## src/rtl/layer_seq_pkg.sv

```systemverilog
// Shared definitions for the layer sequencer: FSM state encoding and default sizing.
package layer_seq_pkg;

    typedef enum logic [2:0] {
        ST_IDLE   = 3'd0,
        ST_SETTLE = 3'd1,
        ST_GO     = 3'd2,
        ST_WAIT   = 3'd3,
        ST_FDONE  = 3'd4
    } seq_state_t;

    localparam int DEFAULT_NUM_LAYERS    = 3;
    localparam int DEFAULT_SETTLE_CYCLES = 2;

endpackage

```

## src/rtl/seq_down_counter.sv

```systemverilog
// Loadable down-counter with zero flag; used for input settling and the layer watchdog.
module seq_down_counter #(
    parameter int W = 4
) (
    input  logic         clk,
    input  logic         reset,
    input  logic         load,
    input  logic [W-1:0] load_val,
    input  logic         dec,
    output logic         zero
);

    logic [W-1:0] count;

    always_ff @(posedge clk) begin
        if (reset) begin
            count <= '0;
        end else if (load) begin
            count <= load_val;
        end else if (dec && (count != '0)) begin
            count <= count - 1'b1;
        end
    end

    assign zero = (count == '0);

endmodule

```

## src/rtl/layer_sequencer.sv

```systemverilog
// Frame sequencer issuing go/done handshakes to a chain of layer engines, with one-deep request queue.
// Optional per-layer watchdog enabled by defining LAYER_WATCHDOG_EN.
module layer_sequencer
    import layer_seq_pkg::*;
#(
    parameter int NUM_LAYERS    = DEFAULT_NUM_LAYERS,
    parameter int SETTLE_CYCLES = DEFAULT_SETTLE_CYCLES,
    parameter int WD_CYCLES     = 4096
) (
    input  logic                  clk,
    input  logic                  reset,
    input  logic                  start,
    input  logic [NUM_LAYERS-1:0] done,
    output logic [NUM_LAYERS-1:0] go,
    output logic [2:0]            layer_idx,
    output logic                  busy,
    output logic                  frame_done,
    output logic                  overrun,
    output logic                  wd_err
);

    localparam int SW = 4;

    if (NUM_LAYERS < 2 || NUM_LAYERS > 8 || SETTLE_CYCLES < 1 || SETTLE_CYCLES > 15
        || WD_CYCLES < 2) begin : g_bad_param
        $error("layer_sequencer: parameter out of range");
    end

    seq_state_t state, state_n;
    logic                  pending, pending_n, overrun_n;
    logic [NUM_LAYERS-1:0] sel;
    logic                  done_hit, last_layer, wd_expire;
    logic                  settle_zero, settle_load;

    always_comb begin
        sel = '0;
        for (int i = 0; i < NUM_LAYERS; i++) begin
            sel[i] = (layer_idx == 3'(i));
        end
    end

    // Only the done bit of the layer currently being waited on counts.
    assign done_hit   = (state == ST_WAIT) && |(done & sel);
    assign last_layer = (layer_idx == 3'(NUM_LAYERS - 1));

    assign settle_load = (state_n == ST_SETTLE) && (state != ST_SETTLE);

    seq_down_counter #(.W(SW)) u_settle (
        .clk      (clk),
        .reset    (reset),
        .load     (settle_load),
        .load_val (SW'(SETTLE_CYCLES - 1)),
        .dec      (state == ST_SETTLE),
        .zero     (settle_zero)
    );

`ifdef LAYER_WATCHDOG_EN
    localparam int WDW = $clog2(WD_CYCLES + 1);
    logic wd_zero;
    logic wd_err_q;

    // Loaded in the GO cycle so the first WAIT cycle sees the full limit.
    seq_down_counter #(.W(WDW)) u_wd (
        .clk      (clk),
        .reset    (reset),
        .load     (state == ST_GO),
        .load_val (WDW'(WD_CYCLES - 1)),
        .dec      (state == ST_WAIT),
        .zero     (wd_zero)
    );

    assign wd_expire = (state == ST_WAIT) && wd_zero && !done_hit;

    always_ff @(posedge clk) begin
        if (reset) begin
            wd_err_q <= 1'b0;
        end else if (wd_expire) begin
            wd_err_q <= 1'b1;
        end
    end

    assign wd_err = wd_err_q;
`else
    assign wd_expire = 1'b0;
    assign wd_err    = 1'b0;
`endif

    always_ff @(posedge clk) begin
        if (reset) begin
            state <= ST_IDLE;
        end else begin
            state <= state_n;
        end
    end

    always_comb begin
        state_n = state;
        case (state)
            ST_IDLE:   if (start || pending) state_n = ST_SETTLE;
            ST_SETTLE: if (settle_zero) state_n = ST_GO;
            ST_GO:     state_n = ST_WAIT;
            ST_WAIT: begin
                if (wd_expire) begin
                    state_n = ST_IDLE;
                end else if (done_hit) begin
                    state_n = last_layer ? ST_FDONE : ST_GO;
                end
            end
            ST_FDONE:  state_n = pending ? ST_SETTLE : ST_IDLE;
            default:   state_n = ST_IDLE;
        endcase
    end

    always_comb begin
        busy       = (state != ST_IDLE);
        frame_done = (state == ST_FDONE);
        go         = (state == ST_GO) ? sel : '0;
    end

    // A queued request is consumed when the FSM leaves IDLE or FDONE on its behalf.
    always_comb begin
        pending_n = pending;
        overrun_n = overrun;
        if (pending && ((state == ST_IDLE) || (state == ST_FDONE))) begin
            pending_n = 1'b0;
        end
        if (start && busy) begin
            if (pending) begin
                overrun_n = 1'b1;
            end else begin
                pending_n = 1'b1;
            end
        end else if (start && pending && (state == ST_IDLE)) begin
            pending_n = 1'b1;
        end
        if (wd_expire) begin
            pending_n = 1'b0;
        end
    end

    always_ff @(posedge clk) begin
        if (reset) begin
            pending   <= 1'b0;
            overrun   <= 1'b0;
            layer_idx <= 3'd0;
        end else begin
            pending <= pending_n;
            overrun <= overrun_n;
            if (done_hit && !last_layer) begin
                layer_idx <= layer_idx + 3'd1;
            end else if ((state == ST_FDONE) || wd_expire) begin
                layer_idx <= 3'd0;
            end
        end
    end

endmodule

```

## config.mk

```make
export PLATFORM = sky130hd
export DESIGN_NAME = layer_sequencer
export DESIGN_NICKNAME = d
export VERILOG_FILES = /design/src/rtl/layer_seq_pkg.sv /design/src/rtl/seq_down_counter.sv /design/src/rtl/layer_sequencer.sv
export SDC_FILE = /design/constraint.sdc
export NUM_CORES = 1
export LEC_CHECK = 0
export ABC_AREA = 1
export BUFFER_PORTS_ARGS = -buffer_cell sky130_fd_sc_hd__buf_4
export CAP_MARGIN = 30
export CORE_ASPECT_RATIO = 0.8
export CORE_UTILIZATION = 39
export DETAILED_ROUTE_END_ITERATION = 8
export HOLD_SLACK_MARGIN = 0.12
export SYNTH_ARGS = -nofsm -noshare
export SYNTH_HDL_FRONTEND = slang
export SYNTH_SLANG_ARGS = --single-unit
export TNS_END_PERCENT = 20
```

## constraint.sdc

```tcl
create_clock -name clk -period 2.4 [get_ports clk]
set_input_delay 0.48 -clock clk [delete_from_list [all_inputs] [get_ports clk]]
set_output_delay 0.48 -clock clk [all_outputs]
set_load 0.005 [all_outputs]
```

==> results summary <==
The total track usage came out at 16.9%. The antenna diode instance count came out at 0. The part of the Yosys area used for sequential elements came out at between 30% and 40%. Entering global routing, the biggest net connects 8 pins. The count of instances resized after the clock tree is built came out at 0.

The final count of hold timing violations came out at 0. In this run, placement finished with an instance count of 140. STA classifies the critical path endpoint as a primary output. After filler insertion, the fill cell instance count of the layout stands at about 160. The total clock buffers created by CTS came out at 3. The number of antenna violations at the first check in global routing came out at 0. The count of max-cap constraint violations is 0. In this run the cell area of the synthesized design comes to approximately 710 um^2. Derived from the worst setup path, the maximum achievable clock frequency is approximately 560 MHz.

The average cell area after synthesis came out at roughly 6.8 um^2. The highest ir drop seen on vdd came out at approximately 740 uV. The maximum cell stage delay along the critical path is roughly 0.40 ns.

The net total in the final layout came out at 134. Leaving out fill and tap cells, the most frequent cell in the layout is nand2_1. The post-layout instance count excluding filler cells came out at 144. The count of buffers added by post-CTS timing repair for setup came out at 0. The number of hold buffers added after CTS is 0. The count of vias placed by the detailed router is between 600 and 700. The final clock skew is about 0.0006 ns. The root buffer cell chosen for the clock tree is clkbuf_4. The critical path is of the flop to primary output type. The minimum hold slack is between 0.4 and 0.5 ns. The max-slew violation count came out at 0.

The maximum number of buffers from clock root to sink is 2. The final wirelength came out at roughly 1.4 mm. TritonCTS built the clock tree.

Traced cell by cell, the critical path runs through inv_1 > nor3_1 > inv_1 > nor2_1 > buf_4. The floorplan step set the die width to approximately 50 um. The power density over the cells came out at approximately 950 nW/um^2. In the final layout, flip-flops and latches occupy around 240 um^2. The number of synthesized register bits came out at 12.

Clock tree synthesis found a total of 12 sinks. The depth of the CTS H-tree is 1. In the final routed layout, each cell accounts on average for around 9.9 um. The total of endpoints with negative setup slack in the final report is 0. The Yosys step of the flow raised 0 warnings.

The critical path's top delay family is flip-flops. The total area inside the core boundary comes to 1680 um^2. Routability-driven placement finished with a final weighted congestion of between 0.7 and 0.8. The post-synth net total came out at ~120.

The startpoint kind of the worst setup timing path is a flop. The number of buffers added on ports is 14. The area overhead of the layout relative to synthesis came out at 22.7%. The flow ran to the end, and the final reports show no timing, DRC or antenna violations. The die outline height is ~40 um.

The effective utilization at floorplan is 42.5%. In the layout the commonest cells are 19 x nand2_1, 18 x nor2_1, 17 x inv_1, 14 x buf_4, 12 x dfxtp_1. Ranked by total cell area, the synthesized netlist is headed by dfxtp_1 34%, nand2_1 10%, nor2_1 9.5%, inv_1 9.0%, ha_1 8.8%. The count of different cell masters after synthesis is 19. The first-pass GRT wire length is about 2.5 mm. The final worst-path cycle share came out at between 70 and 80%. The detailed router's first-iteration violation count came out at 12. In the routed design, unresolved DRC markers number 0.

The detail route stage leaves a number of antenna-violating nets equal to 0. The insertion delay to the later sink of the worst-skew pair came out at between 0.2 and 0.3 ns. The post-DP HPWL is around 1.1 mm.

Timing analysis after detailed placement gives a worst setup slack of between 0.8 and 0.9 ns. The buffers plus inverters on the worst setup path came out at 3. The ratio of routed vias to standard cells came out at 4.63. In this run the count of I/O pins placed on the die edge is 16. The post-route minimum period came out at between 1.5 and 2 ns. Summing all multi-input logic gate instances after layout gives 400 um^2. The setup slack after layout came out at 0.607 ns. The slowest stage of the critical path is the dfxtp_1 cell.

The library cell appearing most often on the critical path is inv_1. Setup repair after global routing left no endpoint under its margin. The largest fanout on the critical path came out at 4. Cells with a size suffix above 1 make up 20.5% of the layout. The via count of the first global-routing pass came to a little under 600.

The total congestion overflow after global routing is 0. The area of the die came out at 2000 um^2. The path class of the tightest hold or removal check is primary input to flop.

The row count came out at 13. STA puts the critical path data required time at 1.92 ns. The largest total area in the synthesized netlist belongs to dfxtp_1.

The top-area cell type share of the netlist area is about a third. The setup TNS after final layout is 0 ns. After clock tree synthesis, the clock-pin slew on the worst setup and hold paths is 0.07 ns. The first detailed-routing pass took 5 iterations. The worst endpoint data arrival time is about 1.3 ns. Counting every instance in the synthesized netlist gives 105. Summed over all cells, the static leakage comes to around 0.00042 uW.
## cells by family (layout without fill, tap and decap cells)
family	count (synthesis)	count (layout)	synth area share (%)
other	1	1	0.527
and+or+nand+nor	56	56	36.2
xor gates and xnor gates	2	2	2.46
AOI/OAI and AO/OA	11	11	8.26
adders and majority gates	5	5	8.79
buffers and inverters	18	35	10.0
DFF	12	12	33.7
## worst paths after layout
kind                            cells past startpoint         start  slack [ns]           endpoint
worst max register to register                     10  layer_idx[0]        0.83  u_settle.count[3]
worst min-delay path                                2         reset        0.43           state[0]
worst min register to register                      2       overrun        0.49            overrun
worst max-delay path                                5      state[1]        0.61              go[0]
## layout make-up
type | count | share of cell area (%)
multi-input combinational | 75 | 45.8
sequential | 12 | 27.5
timing repair buffer | 14 | 12.0
inverter | 17 | 7.31
clock buffer | 4 | 4.15
tap | 22 | 3.15
## metrics by stage
stage | total power (uW) | util [%] | cell area (um^2)
after floorplan | 569 | - | 712
after global placement | 676 | 50.0 | 837
after detailed placement | 672 | 50.0 | 837
after CTS | 832 | 52.1 | 873
after global routing | 914 | 52.1 | 873
final | 829 | 52.1 | 873
## where the power goes
part	total (uW)	internal [uW]	leakage, uW	switching (uW)
clock network	161	92.3	0.0000210	68.6
registers	283	241	0.0000975	42.3
logic	385	158	0.000299	227
## routing by layer
layer  global-route usage (%)  up-vias  share of wire (%)
li1                         -      360                  -
met1                     23.5      292                 56
met2                     25.0       13                 39
met3                     5.68        2                4.4
met4                     4.29        0               0.70
met5                        0        -                  0
## synthesized netlist by cell type
master     n
nand2_1   19
nor2_1    18
inv_1     17
dfxtp_1   12
nand3_1    9
a21oi_1    6
ha_1       5
nor2_2     3
o21ai_0    3
nand3_2    2
nor3_1     2
xor2_1     2
a31oi_1    1
buf_4      1
conb_1     1
nand2_2    1
nand4_2    1
o211ai_1   1
or2_1      1
## state kept, by name (all words and copies together) (netlist names)
name            flops
u_settle.count      4
overrun             1
layer_idx           3
pending             1
state               3
(Power assumes the default switching activity.)
